**config.mk**
```make
export PLATFORM = sky130hd
export DESIGN_NAME = led_progress_monitor
export DESIGN_NICKNAME = d
export VERILOG_FILES = /design/src/rtl/led_mon_pkg.sv /design/src/rtl/led_progress_monitor_blink.sv /design/src/rtl/led_progress_monitor.sv
export SDC_FILE = /design/constraint.sdc
export NUM_CORES = 1
export LEC_CHECK = 0
export ABC_AREA = 1
export CAP_MARGIN = 25
export CORE_MARGIN = 2
export CORE_UTILIZATION = 55
export CTS_CLUSTER_SIZE = 30
export DETAILED_ROUTE_END_ITERATION = 16
export GPL_ROUTABILITY_DRIVEN = 0
export PLACE_DENSITY = 0.86
export SYNTH_ARGS = -nofsm -noshare
export SYNTH_HDL_FRONTEND = slang
export SYNTH_HIERARCHICAL = 1
export SYNTH_SLANG_ARGS = --single-unit
export TNS_END_PERCENT = 100
```
**constraint.sdc**
```tcl
create_clock -name clk_clk -period 5.3 [get_ports clk_clk]
set_input_delay 1.325 -clock clk_clk [delete_from_list [all_inputs] [get_ports clk_clk]]
set_output_delay 1.325 -clock clk_clk [all_outputs]
set_load 0.02 [all_outputs]
```
**src/rtl/led_mon_pkg.sv**
```systemverilog
// Shared state encodings, LED word field positions and the DONE pattern
// used by the LED progress monitor.
package led_mon_pkg;

    typedef logic [1:0] state_t;

    localparam state_t ST_IDLE  = 2'd0;
    localparam state_t ST_RUN   = 2'd1;
    localparam state_t ST_STALL = 2'd2;
    localparam state_t ST_DONE  = 2'd3;

    localparam int unsigned DONE_BIT  = 7;
    localparam int unsigned STAGE_MSB = 6;
    localparam int unsigned STAGE_LSB = 4;
    localparam int unsigned PROG_MSB  = 3;

    localparam logic [7:0] DONE_PATTERN = 8'hFF;

    function automatic logic is_active(input state_t s);
        return (s == ST_RUN) || (s == ST_STALL);
    endfunction

endpackage

```
**src/rtl/led_progress_monitor_blink.sv**
```systemverilog
// Blink prescaler for the STALL indication: counts 0..BLINK_DIV-1 while
// enabled and toggles phase at each wrap; restart forces a fresh half-period.
module led_blink_gen #(
    parameter int unsigned BLINK_DIV = 12500000
) (
    input  logic clk,
    input  logic reset,
    input  logic enable,
    input  logic restart,
    output logic phase
);

    localparam int unsigned PW = (BLINK_DIV > 1) ? $clog2(BLINK_DIV) : 1;

    logic [PW-1:0] pre_cnt;

    always_ff @(posedge clk) begin
        if (reset || restart) begin
            pre_cnt <= '0;
            phase   <= 1'b0;
        end else if (enable) begin
            if (pre_cnt == PW'(BLINK_DIV - 1)) begin
                pre_cnt <= '0;
                phase   <= ~phase;
            end else begin
                pre_cnt <= pre_cnt + 1'b1;
            end
        end
    end

endmodule

```
**src/rtl/led_progress_monitor.sv**
```systemverilog
// Tracks the multicore LED progress word, drives the LEDs and times the run.
// Optional per-stage cycle counters are built when LED_MON_STAGE_TIMES_EN is defined.
module led_progress_monitor
    import led_mon_pkg::*;
#(
    parameter int unsigned CNT_W          = 32,
    parameter int unsigned TIMEOUT_CYCLES = 100000000,
    parameter int unsigned BLINK_DIV      = 12500000
) (
    input  logic             clk_clk,
    input  logic             reset_reset,
    input  logic [7:0]       led_export,
    input  logic             clear,
    output logic [7:0]       led_out,
    output logic [2:0]       stage,
    output logic             busy,
    output logic             stall,
    output logic             done,
    output logic [CNT_W-1:0] elapsed,
    output logic             elapsed_valid,
    input  logic [2:0]       stage_sel,
    output logic [CNT_W-1:0] stage_time
);

    localparam int unsigned IDLE_W = $clog2(TIMEOUT_CYCLES + 1);

    logic [7:0]       led_q;
    logic [7:0]       led_prev;
    logic             chg;
    state_t           state;
    state_t           state_nxt;
    logic [CNT_W-1:0] run_cnt;
    logic [CNT_W-1:0] run_inc;
    logic [IDLE_W-1:0] idle_cnt;
    logic             timeout;
    logic             latch_done;
    logic             blink_phase;
    logic             run_start;

    assign chg        = (led_q != led_prev);
    assign timeout    = (idle_cnt == IDLE_W'(TIMEOUT_CYCLES - 1));
    assign run_inc    = (run_cnt == '1) ? run_cnt : run_cnt + 1'b1;
    assign latch_done = is_active(state) && led_q[DONE_BIT] && !clear;
    assign run_start  = (state == ST_IDLE) && (state_nxt == ST_RUN);

    always_comb begin
        state_nxt = state;
        case (state)
            ST_IDLE: begin
                if (led_q[STAGE_MSB:STAGE_LSB] != '0 && !led_q[DONE_BIT])
                    state_nxt = ST_RUN;
            end
            ST_RUN: begin
                if (led_q[DONE_BIT])
                    state_nxt = ST_DONE;
                else if (timeout)
                    state_nxt = ST_STALL;
            end
            ST_STALL: begin
                if (led_q[DONE_BIT])
                    state_nxt = ST_DONE;
                else if (chg)
                    state_nxt = ST_RUN;
            end
            default: begin
                if (led_q == '0)
                    state_nxt = ST_IDLE;
            end
        endcase
        if (clear)
            state_nxt = ST_IDLE;
    end

    led_blink_gen #(
        .BLINK_DIV(BLINK_DIV)
    ) u_blink (
        .clk    (clk_clk),
        .reset  (reset_reset),
        .enable (state == ST_STALL),
        .restart((state_nxt == ST_STALL) && (state != ST_STALL)),
        .phase  (blink_phase)
    );

    always_ff @(posedge clk_clk) begin
        if (reset_reset) begin
            led_q         <= '0;
            led_prev      <= '0;
            state         <= ST_IDLE;
            run_cnt       <= '0;
            idle_cnt      <= '0;
            elapsed       <= '0;
            elapsed_valid <= 1'b0;
            led_out       <= '0;
            stage         <= '0;
            busy          <= 1'b0;
            stall         <= 1'b0;
            done          <= 1'b0;
        end else begin
            led_q         <= led_export;
            led_prev      <= led_q;
            state         <= state_nxt;
            elapsed_valid <= 1'b0;

            if (clear) begin
                run_cnt  <= '0;
                idle_cnt <= '0;
                elapsed  <= '0;
            end else begin
                case (state)
                    ST_IDLE: begin
                        if (run_start) begin
                            run_cnt  <= '0;
                            idle_cnt <= '0;
                        end
                    end
                    ST_RUN: begin
                        run_cnt  <= run_inc;
                        idle_cnt <= chg ? '0 : idle_cnt + 1'b1;
                    end
                    ST_STALL: begin
                        run_cnt <= run_inc;
                        if (state_nxt == ST_RUN)
                            idle_cnt <= '0;
                    end
                    default: ;
                endcase
                // elapsed counts every cycle spent in RUN/STALL, the exit cycle included
                if (latch_done) begin
                    elapsed       <= run_inc;
                    elapsed_valid <= 1'b1;
                end
            end

            case (state)
                ST_STALL: led_out <= blink_phase ? ~led_q : led_q;
                ST_DONE:  led_out <= DONE_PATTERN;
                default:  led_out <= led_q;
            endcase
            stage <= led_q[STAGE_MSB:STAGE_LSB];
            busy  <= is_active(state);
            stall <= (state == ST_STALL);
            done  <= (state == ST_DONE);
        end
    end

`ifdef LED_MON_STAGE_TIMES_EN
    logic [CNT_W-1:0] stage_cnt [8];

    always_ff @(posedge clk_clk) begin
        if (reset_reset) begin
            stage_cnt  <= '{default: '0};
            stage_time <= '0;
        end else begin
            if (clear || run_start) begin
                stage_cnt <= '{default: '0};
            end else if (is_active(state)) begin
                if (stage_cnt[led_q[STAGE_MSB:STAGE_LSB]] != '1)
                    stage_cnt[led_q[STAGE_MSB:STAGE_LSB]] <=
                        stage_cnt[led_q[STAGE_MSB:STAGE_LSB]] + 1'b1;
            end
            stage_time <= stage_cnt[stage_sel];
        end
    end
`else
    logic unused_stage_sel;
    assign unused_stage_sel = ^stage_sel;
    assign stage_time       = '0;
`endif

endmodule

```
Word level (Yosys, flattened, before mapping)
Index checks and enable logic that the tools add are counted.

$add $sub $neg: 3. Eq/ne operators: 12. Mux-type cells: 19. Bitwise gates (word level): 2. Reductions and logical operators: 19.

Operators with widths (count): $mux 27 (3); $pmux 27 s3 (1); $mux 32 (2); $pmux 32 s2 (1); $add 32x1->32 const B (1); $eq 32x32->1 const B (1); $add 27x1->27 const B (1); $eq 27x27->1 const B (1); $add 24x1->24 const B (1); $eq 24x24->1 const B (1); $mux 24 (1); $pmux 8 s2 (1); $mux 2 (7); $logic_not 8->1 (1); $mux 8 (1); $ne 8x8->1 (1); $not 8->8 (1); $eq 2x2->1 const B (3); $ne 2x2->1 const B (3); $pmux 2 s3 (1); $reduce_bool 3->1 (2); $logic_and 1x1->1 (5); $eq 2x1->1 const B (2); $reduce_and 2->1 (2); other kinds (8) (11).

Bits in registers: 149. Bits of input ports: 14.

Depth between registers and ports, before layout
Gate-level depths: netlist of the first run.

Depth after elaboration: 9. Depth in mapped cells: 16. Gate-level depth less buffers: 16.

By module
The synthesis of the first run kept the hierarchy.

By module, submodules not included: led_progress_monitor (times used 1, cells an instance 974, area an instance 6657.6 um2); led_blink_gen (times used 1, cells an instance 207, area an instance 1386.3 um2).

Worst setup path before layout of the first run
No wires, ideal clock.

Path type: input port to flip-flop. Start: in clear. End: reg u_blink.pre_cnt[11]. Library setup time: 0.078 ns. Data arrival time: 2.347 ns. Required time: 5.222 ns. Slack: 2.875 ns. Stages on the path: 8. Buffers on the path: 0. Cell sequence: a21oi_1 -> nand2_1 -> inv_2 -> nor3_1 -> nor2_1 -> clkinv_1 -> o21bai_4 -> nor3_1.

Longest elaborated chain between the ends: 4.

RTL lines: from (decl) (RTL line led_progress_monitor.sv:13) `input logic clear,`; $mux 2 (RTL line led_progress_monitor.sv:70) `if (clear)`; $eq 2x2->1 (RTL line led_progress_monitor.sv:80) `.restart((state_nxt == ST_STALL) && (state != ST_STALL)),`; $logic_and 1x1->1 (RTL line led_progress_monitor.sv:80); $logic_or 1x1->1 (RTL line led_progress_monitor_blink.sv:18) `if (reset || restart) begin`; to (signal assigned) (RTL line led_progress_monitor_blink.sv:26) `pre_cnt <= pre_cnt + 1'b1;`; to (decl) (RTL line led_progress_monitor_blink.sv:15) `logic [PW-1:0] pre_cnt;`.

Every way passes these cells. A chain may end at the register's enable or synchronous reset.

Worst setup path after layout of the first run
Start: in reset_reset. End: reg elapsed[24].

Longest elaborated chain between the ends: 1.

RTL lines: from (decl) (RTL line led_progress_monitor.sv:11) `input logic reset_reset,`; $reduce_or 2->1 (no line); to (signal assigned) (RTL line led_progress_monitor.sv:129) `elapsed <= run_inc;`; to (decl) (RTL line led_progress_monitor.sv:19) `output logic [CNT_W-1:0] elapsed,`.

Every way passes these cells.

==> results of run 1 <==
[cell usage after synthesis, drive strengths merged (2+ instances only)]
library cell,count,share of area (%)
nor3b,2,0.19
ha,7,1.1
dfxtp,146,36
nand4,15,1.2
inv,126,5.9
clkbuf,24,1.2
a31oi,2,0.16
nand2,244,12
nand3,119,7.9
nand3b,5,0.47
xnor2,27,2.9
o21bai,30,2.9
buf,52,4.6
nor3,35,2.5
a21oi,59,3.7
xor2,26,2.8
clkinv,2,0.093
or2,3,0.23
nor4,3,0.23
nor2,193,9.7
o21ai,56,3.5
[state kept, by name (all words and copies together), names as in the netlist, 2 cells and up]
name	cells
stage	2
run_cnt	32
u_blink/pre_cnt	24
state	2
led_q	8
idle_cnt	27
led_out	8
elapsed	32
led_prev	6
[cell type report]
class	count	area share, %
Sequential cell	146	31.90
Clock buffer	20	5.094
Timing Repair Buffer	63	6.800
Multi-Input combinational cell	862	46.91
Tap cell	184	2.513
Inverter	128	5.244
Clock inverter	12	1.543
[metal layers]
metal  vias up  global-route usage (%)  share of wire, %
li1       3785                       -                 -
met1      3431                   27.64                44
met2       161                   40.37                50
met3        39                   4.707               3.9
met4         0                   9.477               2.2
met5         -                       0                 0
[report_power, final]
group	internal (mW)	switching, mW
logic	0.0567	0.139
registers	1.12	0.0170
clock network	0.738	0.488
total	1.91	0.643
[stage by stage]
step	worst slack, ns	hold slack, ns
after floorplan	2.875	0.4498
after global placement	1.911	0.4716
after detailed placement	1.821	0.4774
after CTS	2.255	0.4874
after global routing	2.142	0.5083
final	2.376	0.4946
[worst paths after layout]
path,startpoint,endpoint,slack [ns],depth (start not counted)
worst max-delay path,reset_reset,elapsed[24],2.38,8
worst min-delay path,led_q[1],led_prev[1],0.49,2
worst max register to register,run_cnt[1],run_cnt[1],2.51,10
worst min register to register,led_q[1],led_prev[1],0.49,2
[cell families after synthesis]
family          after synthesis
compound gates              150
fa+ha+maj                     7
flops                       146
simple gates                620
xor+xnor                     53
other cells                   1
buf+inv                     204
[tightest hold or removal path, delay by kind of cell (launching register included)]
kind | cells | cell delay, ns
and+or+nand+nor | 1 | 0.04
DFF | 1 | 0.34
buffers and inverters | 1 | 0.07
==> run metrics, run 1 <==
status finished, final reports clean; Vias 7416; complex-gate fraction of the synthesized area 10.53%; number of synthesized flops with an enable pin 0; Synth Area in XOR/XNOR 5.771%; initial antenna violation count 0; Synth Area in Simple Gates 34.48%; design area 9163 sq um; LEAKAGE 3.695 nW; Cell Area, Synth 8044 sq um; worst-margin pin slew 0.8379 ns; CP max-delay cell clkinv_1; dpl cell area 8539 sq um; Synth Area per Inst 6.811 sq um; detailed placement HPWL 12.34 mm; commonest non-fill, non-tap cell in the layout nand2_1; CP max FO 24; hold_buf cts 0; total of cells resized after clock tree synthesis 0; CP arrival 3.30 ns; number of library cell types mapped by synthesis 42; Power per Cell Area 278.7 nW/um^2; footprint of the multi-input gates 4298 sq um; vias in the first global route 6885; drc violations 0; Starting Density 55.77%; Overall Global Routing Usage 23.03%; post-synthesis sequential area ratio 36.34%; crit-path cells clkdlybuf4s50_1, buf_4, nor2_2, clkinv_1, buf_4, nor2_1, o21ai_0, inv_1; Reg clk slew, reported paths 0.06 ns; Final Hold Viols 0; worst hold path class reg -> reg; TritonCTS clock tree built; mux cell area share after synthesis 0%; I/O pin total 93; Final Power 2.554 mW; layout cell share with drive strength beyond 1 6.742%; RSZ-0062 raised after global routing false; share of the core filled with cells 63.52%; slowest cell delay on critical path 0.49 ns; yosys warns 6; Yosys reg bits 146; # fillers 1279; Max-Cap Viols 0; combinational family with the most area after synthesis simple AND/OR/NAND/NOR gates; final period utilization 55.18%; Core Footprint 14420 sq um; clock buffers created by TritonCTS 17; Final min period 2.924 ns; clk_lat worst skew 0.43 ns; critical path buffer and inverter count 5; Post-Synth Adder-Cell Area 1.089%; Die Wd 124.9 um; kind of cell adding the most delay to the critical path buffers and inverters; CP dominant cell by count buf_4; Slew HR 44.08%; Port Buffers 57; Setup crit end kind flop; Final Instance Count excl. Fillers 1415; # diodes 0; ys flop type dfxtp_1; Area growth syn-to-layout 13.91%; vias per std cell 5.241; crit path launch type input pin; global-route wire length before repair 30.30 mm; commonest non-fill, non-tap cells in the layout 233 x nand2_1, 179 x nor2_1, 146 x dfxtp_1; Peak VDD IR 0.2541 mV; DP Cell Count 1382; Initial DRC Count 462; grt ovf 0; Max Clk Rate 0.3420 GHz; average wire per standard cell 12.79 um; largest net degree at the start of global routing 50; root buffer cell clkbuf_16; row count 44; Cells after Synth 1181; final WL 18.10 mm; post-route ant nets 0; clock buffer depth 2; Die H 124.9 um; fin. max-slew vios 0; Crit Path Class in -> reg; final number of setup-violating endpoints 0; post-CTS setup buffers 0; Pre-antenna DRT Iters 5; Clock Skews 0.01044 ns; setup_tns 0 ns; critical path required time 5.67 ns; clk sinks 146; FF+latch area 2923 sq um; htree depth 4; fin nets 1239; asr flop ratio synth 0%; die area 15610 sq um
(Power assumes the default switching activity.)
==> run 2, diff against run 1 <==
==> constraint.sdc (replaced) <==
create_clock -name clk_clk -period 3 [get_ports clk_clk]
set_input_delay 0.75 -clock clk_clk [delete_from_list [all_inputs] [get_ports clk_clk]]
set_output_delay 0.75 -clock clk_clk [all_outputs]
set_load 0.02 [all_outputs]
==> run metrics, run 2 (synthesis gave the netlist of run 1 again) <==
status finished, final reports clean (unchanged); commonest non-fill, non-tap cell in the layout nand2_1 (unchanged); vias per std cell 5.313 (was 5.241); final WL 18.56 mm (was 18.10 mm); crit-path cells inv_1, ha_1, inv_1, nor2_1, nand2_1, nand3_2, nand2_4, nor3_1, nor2_1, clkinv_1, nor2_2, nand2_1, nor2_1 (was clkdlybuf4s50_1, buf_4, nor2_2, clkinv_1, buf_4, nor2_1, o21ai_0, inv_1); Reg clk slew, reported paths 0.06 ns (about the same); RSZ-0062 raised after global routing false (unchanged); Initial DRC Count 485 (was 462); global-route wire length before repair 31.48 mm (was 30.30 mm); Pre-antenna DRT Iters 8 (was 5); reg2reg start state[0] (was run_cnt[1]); worst hold path class reg -> reg (unchanged); root buffer cell clkbuf_16 (unchanged); reg2reg end u_blink/pre_cnt[14] (was run_cnt[1]); vias in the first global route 7062 (was 6885); clk sinks 146 (unchanged); CP arrival 2.98 ns (was 3.30 ns); final period utilization 87.32%; Clock Skews 0.01016 ns (was 0.01044 ns); fin. max-slew vios 0 (unchanged); htree depth 4 (unchanged); Die H 124.9 um (unchanged); clock buffer depth 2 (unchanged); clock buffers created by TritonCTS 17 (unchanged); final number of setup-violating endpoints 0 (unchanged); # diodes 0 (unchanged); post-route ant nets 0 (unchanged); reg2reg setup slack 0.38 ns (was 2.51 ns); row count 44 (unchanged); LEAKAGE 3.693 nW (was 3.695 nW); CP max-delay cell dfxtp_1 (was clkinv_1); Max Clk Rate 0.3818 GHz; Worst Reg2Reg Path Length in Cells 13 (was 10); Worst Setup EP u_blink/pre_cnt[14] (was elapsed[24]); critical path required time 3.36 ns (was 5.67 ns); detailed placement HPWL 12.79 mm (was 12.34 mm); Core Footprint 14420 sq um (unchanged); Starting Density 55.77% (unchanged); Max-Cap Viols 0 (unchanged); Final Hold Viols 0 (unchanged); setup_tns 0 ns (unchanged); hold slack 0.4854 ns (was 0.4946 ns); commonest non-fill, non-tap cells in the layout 233 x nand2_1, 179 x nor2_1, 146 x dfxtp_1 (unchanged); post-CTS setup buffers 0 (unchanged); hold_buf cts 0 (unchanged); Slew HR 40.81% (was 44.08%); worst-margin pin slew 0.8868 ns (was 0.8379 ns); Port Buffers 57 (unchanged); die area 15610 sq um (unchanged); crit path launch type flop (was input pin); Largest regs elapsed x32, run_cnt x32, idle_cnt x27 (unchanged); I/O pin total 93 (unchanged); crit path from state[0] (was reset_reset); Vias 7544 (was 7416); drc violations 0 (unchanged); CP dominant cell by count nor2_1 (was buf_4); Die Wd 124.9 um (unchanged); initial antenna violation count 0 (unchanged); average wire per standard cell 13.07 um (was 12.79 um); Setup crit end kind flop (unchanged); Peak VDD IR 0.4096 mV (was 0.2541 mV); Overall Global Routing Usage 23.82% (was 23.03%); clk_lat worst skew 0.43 ns (about the same); fin nets 1244 (was 1239); grt ovf 0 (unchanged); TritonCTS clock tree built (unchanged); Area growth syn-to-layout 13.53% (was 13.91%); largest net degree at the start of global routing 44 (was 50); Power per Cell Area 471.6 nW/um^2 (was 278.7 nW/um^2); CP max FO 13 (was 24); total of cells resized after clock tree synthesis 0 (unchanged); layout cell share with drive strength beyond 1 7.120% (was 6.742%); min-delay src u_blink/pre_cnt[3] (was led_q[1]); Final min period 2.620 ns; Crit Path Class reg -> reg (was in -> reg); slowest cell delay on critical path 0.45 ns (was 0.49 ns)
run 2: how the worst min path moves through the flow:
stage	endpoint	slack (ns)	cells after the start
global placement	u_blink/pre_cnt[3]	0.47	2
global route	u_blink/pre_cnt[3]	0.50	2
CTS	u_blink/pre_cnt[3]	0.48	2
finish	u_blink/pre_cnt[3]	0.49	2
floorplan	led_prev[1]	0.45	2
detailed placement	u_blink/pre_cnt[3]	0.47	2
run 2: layer usage:
layer	GRT usage [%]	up-vias	part of all wire, %
met2	41.85	235	50
met3	5.135	45	5.6
met4	10.33	0	2.6
li1	-	3793	-
met5	0	-	0
met1	28.12	3471	42
run 2: through the flow:
step	cell area (sq um)	cells	worst slack, ns	util, %	power [mW]
floorplan	8160	1212	1.009	-	2.341
global placement	8584	1388	0.3171	59.52	2.380
detailed placement	8584	1388	0.3214	59.52	2.389
CTS	9133	1420	0.3996	63.32	4.320
global route	9133	1420	0.07628	63.32	4.459
finish	9133	1420	0.3805	63.32	4.307
run 2: layout make-up:
type | instances | area (sq um)
inverters | 128 | 480.5
clock inverters | 12 | 81.33
multi-input cells | 862 | 4298
flip-flops and latches | 146 | 2923
repair buffers | 68 | 653.1
clock buffers | 20 | 466.7
fillers | 1259 | 5291
well taps | 184 | 230.2
run 2: where the power goes:
group	leakage [nW]	internal [mW]	switching, mW
Clock	0.264	1.12	0.835
Combinational	2.25	0.102	0.249
Sequential	1.18	1.97	0.0299
run 2: worst max-delay path, delay by kind of cell (launching register included):
family / cells / cell delay [ns]
fa+ha+maj: 1 / 0.41
simple gates: 9 / 1.14
flops: 1 / 0.45
buf+inv: 3 / 0.56
